File: config.mk
export PLATFORM = sky130hd
export DESIGN_NAME = mb_add_seq
export DESIGN_NICKNAME = d
export VERILOG_FILES = /design/src/rtl/mb_add_pkg.sv /design/src/rtl/mb_add_seq_add8_cin.sv /design/src/rtl/mb_add_seq.sv
export SDC_FILE = /design/constraint.sdc
export NUM_CORES = 1
export LEC_CHECK = 0
export CAP_MARGIN = 20
export CORE_MARGIN = 2
export CORE_UTILIZATION = 38
export DETAILED_ROUTE_END_ITERATION = 10
export DONT_BUFFER_PORTS = 1
export SYNTH_ARGS = -nofsm -noshare
export SYNTH_HDL_FRONTEND = slang
export SYNTH_SLANG_ARGS = --single-unit
File: constraint.sdc
create_clock -name clk -period 7.1 [get_ports clk]
set_clock_uncertainty 0.15 [all_clocks]
set_input_delay 1.065 -clock clk [delete_from_list [all_inputs] [get_ports clk]]
set_output_delay 1.065 -clock clk [all_outputs]
set_load 0.02 [all_outputs]
File: src/rtl/mb_add_pkg.sv
// Shared types and constants for the multi-byte serial adder sequencer.
package mb_add_pkg;

   localparam int BYTE_W = 8;

   typedef enum logic [1:0] {
      ST_IDLE = 2'd0,
      ST_RUN  = 2'd1,
      ST_DONE = 2'd2
   } state_t;

   // Byte counter width; at least one bit so NBYTES=1 still has a counter.
   function automatic int idx_w(input int n);
      return (n > 1) ? $clog2(n) : 1;
   endfunction

endpackage

File: src/rtl/mb_add_seq_add8_cin.sv
// 8-bit ripple adder with carry-in, built from a chain of single-bit full adders.
module bit_adder (
   input  logic a,
   input  logic b,
   input  logic cin,
   output logic sum,
   output logic cout
);
   assign sum  = a ^ b ^ cin;
   assign cout = (a & b) | (cin & (a ^ b));
endmodule

module add8_cin (
   input  logic [7:0] a,
   input  logic [7:0] b,
   input  logic       cin,
   output logic [7:0] sum,
   output logic       cout
);
   logic [8:0] carry;

   assign carry[0] = cin;

   for (genvar i = 0; i < 8; i++) begin : g_bit
      bit_adder u_bit (
         .a    (a[i]),
         .b    (b[i]),
         .cin  (carry[i]),
         .sum  (sum[i]),
         .cout (carry[i+1])
      );
   end

   assign cout = carry[8];
endmodule

File: src/rtl/mb_add_seq.sv
// Multi-byte serial adder: one shared 8-bit adder walks the operands LSB byte first.
//  state   | meaning
//  IDLE    | waiting for an operand pair, in_ready high
//  RUN     | adding one byte per cycle, NBYTES cycles
//  DONE    | result valid, waiting for out_ready
module mb_add_seq
   import mb_add_pkg::*;
#(
   parameter int NBYTES = 4
) (
   input  logic                       clk,
   input  logic                       rst_n,
   input  logic                       in_valid,
   output logic                       in_ready,
   input  logic [NBYTES*BYTE_W-1:0]   a_in,
   input  logic [NBYTES*BYTE_W-1:0]   b_in,
   output logic                       out_valid,
   input  logic                       out_ready,
   output logic [NBYTES*BYTE_W-1:0]   sum_out,
   output logic                       carry_out,
   output logic                       busy
);
   localparam int W     = NBYTES * BYTE_W;
   localparam int IDX_W = idx_w(NBYTES);
   localparam logic [IDX_W-1:0] LAST_CNT = IDX_W'(NBYTES - 1);

   state_t              state, state_nxt;
   logic [W-1:0]        a_q, b_q, sum_q;
   logic                carry_q;
   logic [IDX_W-1:0]    cnt_q;
   logic [BYTE_W-1:0]   sum_byte;
   logic                cout_byte;
   logic [W+BYTE_W-1:0] sum_shift;
   logic                accept;
   logic                last_byte;

   assign accept    = in_valid && in_ready;
   assign last_byte = (cnt_q == '0);
   assign busy      = (state != ST_IDLE);
   assign sum_out   = sum_q;
   assign carry_out = carry_q;

   always_ff @(posedge clk or negedge rst_n) begin
      if (!rst_n) state <= ST_IDLE;
      else        state <= state_nxt;
   end

   // in_ready is gated by rst_n so it stays low for the whole reset window.
   always_comb begin
      state_nxt = state;
      in_ready  = 1'b0;
      out_valid = 1'b0;
      unique case (state)
         ST_IDLE: begin
            in_ready = rst_n;
            if (in_valid && rst_n) state_nxt = ST_RUN;
         end
         ST_RUN: begin
            if (last_byte) state_nxt = ST_DONE;
         end
         ST_DONE: begin
            out_valid = 1'b1;
            if (out_ready) state_nxt = ST_IDLE;
         end
         default: state_nxt = ST_IDLE;
      endcase
   end

   add8_cin u_add (
      .a    (a_q[BYTE_W-1:0]),
      .b    (b_q[BYTE_W-1:0]),
      .cin  (carry_q),
      .sum  (sum_byte),
      .cout (cout_byte)
   );

   // Operands shift right and the sum shifts in from the top, so after
   // NBYTES steps the first byte computed sits in the LSB position.
   assign sum_shift = {sum_byte, sum_q};

   always_ff @(posedge clk or negedge rst_n) begin
      if (!rst_n) begin
         a_q     <= '0;
         b_q     <= '0;
         sum_q   <= '0;
         carry_q <= 1'b0;
         cnt_q   <= '0;
      end else if (accept) begin
         a_q     <= a_in;
         b_q     <= b_in;
         sum_q   <= '0;
         carry_q <= 1'b0;
         cnt_q   <= LAST_CNT;
      end else if (state == ST_RUN) begin
         a_q     <= a_q >> BYTE_W;
         b_q     <= b_q >> BYTE_W;
         sum_q   <= sum_shift[W+BYTE_W-1:BYTE_W];
         carry_q <= cout_byte;
         if (!last_byte) cnt_q <= cnt_q - 1'b1;
      end
   end

endmodule

==> reports/results.ini, run 1 <==
[grt]
grt_pass1_vias=2976
grt_start_max_net_pins=104
grt_pass1_wl_um=15820
overflow=0
grt_use_total_pct=15.71
antenna_found_initial=0

[synth]
yosysTopAreaCell=dfrtp_1
ys_seq_area_share_pct=56.24
synth.top_cells.by_area=dfrtp_1 56%, nand2_1 11%, o21ai_0 8.9%
ys_warn_count=0
synth.cell_area_mm2=0.004494
ys_ff_latch=101
yosysTopAreaCellShare_pct=56.24
synthCells=444
ys_types=25
syn-num-nets=521
syn_area_per_cell_um2=10.12

[clock_network]
cts_made_buffers=9
cts.clk_slew.worst_paths_ns=0.07
cts_tree=yes
htree_levels=3
cts.sink_count=101
cts_setup_buffers=0
cts_resized=0
hold_buffers=0
clk_latency_ns=0.33
cts_root_buffer=clkbuf_16
cts_buffer_depth=2

[power]
p_per_area_mw_per_mm2=476.1
fin_total_pwr_mw=2.311
vdd_drop_max_mv=0.3211
p_leak_nw=2.269

[floorplan]
start_util_pct=39.19
core-area_mm2=0.01147
num_io_pins=104
die_area_mm2=0.01271
die_width_um=112.8
rows=39
die_y_um=112.8

[sta]
worst_pin_slew_ns=0.8659
max_freq_mhz=250.2
maxSlewViolCount=0
rsz0062_at_grt=no
maxSlewHeadroom_pct=42.27
setup_viol=0
post-route-period-util_pct=56.30
final_hold_viol_count=0
setup_tns_ns=0
fin_crit_ns=3.997

[worst_setup_path]
slowest_delay_ns=0.51
path_buf_inv=4
cp_top_family=adder cells
crit_slowest_cell=dfrtp_1
required_ns=7.13
crit_fanout=3
worstPathArrival_ns=4.03
crit_path_frequent_cell=fa_1
cp_cell_sequence=fa_1 -> inv_1 -> fa_1 -> fa_1 -> inv_1 -> fa_1 -> inv_1 -> fa_1 -> fa_1 -> inv_1 -> fa_1 -> fa_1 -> nand2_1 -> o21ai_0
critPathKind=reg2reg
endpoint_kind=flop
worst_setup_path_start_kind=flop

[route]
via_per_inst=5.173
drt-total-wl_um=9484
wire_per_inst_um=16.55
drtIter0Drc=189
postRouteAntennaNets=0
drc=0
drtPass1Iterations=6
vias=2964

[job]
maxCapViolCount=0

[placed_design]
port_buffers=0
hpwl_um=6075
place.gp.congestion=0.7550

[final_layout]
fill_cells=1093
layout-drive-gt1-share_pct=5.116
insertedDiodeCount=0
synthToLayoutAreaGrowth_pct=8.018
finalNetCount=504

[run_status]
status=completed

[min_path]
min_path_type=in2async

cell type report:
type / count / area, um2 / share of cell area [%]
Clock buffer: 12 / 246.5 / 5.077
Clock inverter: 2 / 35.03 / 0.7216
Inverter: 15 / 56.30 / 1.160
Multi-Input combinational cell: 295 / 1753 / 36.11
Sequential cell: 101 / 2527 / 52.06
Tap cell: 143 / 178.9 / 3.686
Timing Repair Buffer: 5 / 57.56 / 1.186
report_power, final:
part | leakage [nW] | switching [mW] | internal, mW
Combinational | 0.821 | 0.439 | 0.322
Sequential | 1.31 | 0.258 | 0.816
Clock | 0.139 | 0.197 | 0.279
Total | 2.27 | 0.895 | 1.42
Yosys cell counts:
library cell,number
nor3b_1,1
buf_2,12
nand3_1,1
nor2b_1,2
nand2b_1,1
fa_1,8
buf_4,7
inv_1,15
nand2_1,127
ha_1,1
a21o_1,8
or3_1,1
o311ai_0,1
nor4bb_1,1
buf_6,3
nor3_1,8
nor2_2,1
dfrtp_1,101
clkbuf_1,11
or2_2,1
a22o_1,9
o22ai_1,4
o21ai_0,80
a221o_1,8
mux2i_1,32
registers in the layout, indices dropped and copies added (netlist names):
| name | cells |
|---|---|
| sum_out | 32 |
| b_q | 32 |
| carry_out | 1 |
| cnt_q | 2 |
| state | 2 |
| a_q | 32 |
metrics by stage:
| step | utilization, % | cell area (um2) | setup slack, ns | hold slack, ns | std cells |
|---|---|---|---|---|---|
| detailed placement | 39.64 | 4546 | 3.060 | 0.3367 | 558 |
| global route | 42.34 | 4855 | 2.894 | 0.2481 | 573 |
| global placement | 39.64 | 4546 | 3.111 | 0.3303 | 558 |
| floorplan | - | 4494 | 3.323 | 0.3195 | 444 |
| CTS | 42.09 | 4827 | 3.047 | 0.2517 | 572 |
| finish | 42.34 | 4855 | 3.103 | 0.2765 | 573 |
cells by family (layout without fill, tap and decap cells):
group	Yosys count	in the layout	synth area share, %
and+or+nand+nor	144	144	12.83
AOI/OAI and AO/OA	110	110	14.53
DFF	101	101	56.24
buffers and inverters	48	34	5.429
muxes	32	32	7.127
adders and majority gates	9	9	3.842
per-layer routing:
layer | share of wire, % | track usage, %
met1 | 45 | 20.98
met2 | 46 | 23.63
met3 | 8.1 | 7.445
met4 | 0.82 | 3.171
met5 | 0 | 0
cell usage in the layout (no fill, tap or decap), drive strengths merged, types with 2 or more instances in the layout:
cell / n
clkbuf: 12
o22ai: 4
mux2i: 32
fa: 8
dfrtp: 101
buf: 5
nor3: 8
o21ai: 80
a21o: 8
nand2: 127
inv: 15
a22o: 9
a221o: 8
nor2b: 2
path summary, 6_finish.rpt:
check	cells past startpoint	from	end	slack, ns
max in group asynchronous	0	rst_n	b_q[12]	6.36
min in group clk	1	b_q[0]	b_q[0]	0.35
worst max register to register	14	carry_out	sum_out[31]	3.10
worst min-delay path	0	rst_n	a_q[22]	0.28
worst min register to register	1	b_q[0]	b_q[0]	0.35
worst max-delay path	14	carry_out	sum_out[31]	3.10
(Power assumes the default switching activity.)
==> inputs of run 2 (changes only) <==
- clock period: 7.1 -> 3.5 ns (I/O delays scaled with it)
==> run 2 against run 1 <==
  * Count of clock-buffer cells in the layout did not move
  * Power grew 100%
  * Sequential share of layout area shrank 0.65 points
  * Final cell count rose by 1.0%
  * Global-route usage up 0.38 points
  * Wire length increased by 1.8%
  * Clock power is 88% higher
  * Worst hold slack worse by 0.13 ns
  * Highest routed layer unchanged
  * Maximum frequency grew 18%
  * First-iteration DRC count increased by 4.8%
==> reports/results.ini, run 2 (synthesized netlist as in run 1, its figures left out) <==
[clock_network]
htree_levels=3  ; unchanged
cts.clk_slew.worst_paths_ns=0.07  ; about the same
cts_made_buffers=9  ; unchanged
cts_tree=yes
cts.sink_count=101  ; unchanged
cts_root_buffer=clkbuf_16
clk_latency_ns=0.35  ; +0.02 ns
cts_buffer_depth=2  ; unchanged

[grt]
grt_pass1_wl_um=15990  ; +1.0%
grt_busiest_layer=met2
grt_util_met1_pct=19.66  ; -1.3 points
grt_use_total_pct=16.09  ; +0.38 points
antenna_found_initial=0  ; unchanged
grt_use_met3_pct=7.070  ; -0.37 points
grtUsageMet2_pct=25.75  ; +2.1 points
grt_start_max_net_pins=155  ; +49%
overflow=0  ; unchanged
grt_pass1_vias=3096  ; +4.0%

[final_layout]
finalNetCount=508  ; +0.79%
final_common_cell=nand2_1
final_cell_mix=127 x nand2_1, 100 x dfrtp_1, 79 x o21ai_0
layout-drive-gt1-share_pct=8.716  ; +3.6 points
synthToLayoutAreaGrowth_pct=9.438
insertedDiodeCount=0  ; unchanged

[floorplan]
die_y_um=112.8  ; unchanged
start_util_pct=39.19  ; unchanged
core-area_mm2=0.01147  ; unchanged
die_area_mm2=0.01271  ; unchanged
die_width_um=112.8  ; unchanged
rows=39  ; unchanged
num_io_pins=104  ; unchanged

[power]
p_per_area_mw_per_mm2=960.6  ; +100%
fin_total_pwr_mw=4.725  ; +100%
p_leak_nw=2.273  ; +0.19%
vdd_drop_max_mv=0.7228  ; +130%

[placed_design]
place.gp.congestion=0.7427  ; -1.6%
port_buffers=0  ; unchanged
hpwl_um=6223  ; +2.4%
dp_slack_ns=-0.1011  ; -3.162 ns

[sta]
rsz0062_at_grt=yes
setup_tns_ns=0  ; unchanged
final_hold_viol_count=0  ; unchanged
maxSlewViolCount=0  ; unchanged
max_freq_mhz=295.6  ; +18%
fin_crit_ns=3.383  ; -0.6141 ns
setup_viol=0  ; unchanged
maxSlewHeadroom_pct=41.67  ; -0.60 points
post-route-period-util_pct=96.67  ; +40 points
worst_pin_slew_ns=0.8731  ; +0.007161 ns
worst_slack_ns=0.1166  ; -2.986 ns

[route]
vias=2979  ; +0.51%
wire_per_inst_um=16.67  ; +0.74%
via_per_inst=5.145  ; -0.54%
postRouteAntennaNets=0  ; unchanged
drtPass1Iterations=4  ; -2
drt-total-wl_um=9654  ; +1.8%
drtIter0Drc=198  ; +4.8%
drc=0  ; unchanged

[worst_setup_path]
cp_cell_sequence=fa_2 -> inv_2 -> fa_2 -> fa_2 -> inv_2 -> fa_2 -> inv_2 -> fa_2 -> fa_2 -> inv_2 -> fa_2 -> fa_1 -> nand2_1 -> o21ai_1
crit_fanout=2  ; -1
cp_top_family=adder cells
path_buf_inv=4  ; unchanged
worstPathArrival_ns=3.50  ; -0.53 ns
required_ns=3.62  ; -3.51 ns
crit_path_frequent_cell=fa_2
crit_slowest_cell=fa_1
endpoint_kind=flop
critPathKind=reg2reg
slowest_delay_ns=0.53  ; +0.02 ns
worst_setup_path_start_kind=flop

[run_status]
status=completed

[job]
maxCapViolCount=0  ; unchanged

[min_path]
min_path_type=in2reg

==> run 2: layout make-up <==
type / instances / area (um2)
Timing Repair Buffer: 9 / 122.6
Inverter: 15 / 56.30
Fill cell: 1114 / 6549
Sequential cell: 101 / 2529
Clock buffer: 12 / 236.5
Tap cell: 143 / 178.9
Clock inverter: 4 / 25.02
Multi-Input combinational cell: 295 / 1770
==> run 2: routing by layer <==
| layer | part of all wire, % | vias to the layer above |
|---|---|---|
| met4 | 1.3 | 0 |
| met5 | 0 | - |
| li1 | - | 1460 |
| met3 | 8.9 | 8 |
| met2 | 47 | 88 |
| met1 | 43 | 1423 |
==> run 2: repair_timing <==
| action | CTS | global route |
|---|---|---|
| pin swaps | 6 | 7 |
| endpoints found under the hold margin | 101 | 0 |
| setup buffers | 1 | 1 |
| setup endpoints to repair | 2 | 2 |
| resized for setup | 6 | 0 |
| hold buffers | 2 | 0 |
==> run 2: worst paths after layout <==
path                            cells after the start  slack, ns  startpoint     endpoint
min in group asynchronous                           2       0.60       rst_n   sum_out[1]
worst min register to register                      1       0.36     b_q[13]       b_q[5]
max in group asynchronous                           2       2.16       rst_n    carry_out
worst max register to register                     14       0.12      b_q[0]  sum_out[31]
worst max-delay path                               14       0.12      b_q[0]  sum_out[31]
worst min-delay path                                2       0.14     b_in[8]       b_q[8]
==> run 2: where the power goes <==
group          switching [mW]  internal [mW]  total [mW]
clock                   0.415          0.480       0.895
combinational           0.956          0.703        1.66
sequential              0.515           1.66        2.17
==> run 2: stage by stage <==
| step | hold WS (ns) | std cells | util (%) | cell area [um2] |
|---|---|---|---|---|
| floorplan | 0.07941 | 444 | - | 4508 |
| global placement | 0.08223 | 558 | 39.87 | 4572 |
| detailed placement | 0.08171 | 559 | 40.11 | 4599 |
| CTS | 0.1256 | 578 | 42.83 | 4911 |
| global route | 0.1387 | 579 | 42.89 | 4918 |
| finish | 0.1423 | 579 | 42.89 | 4918 |
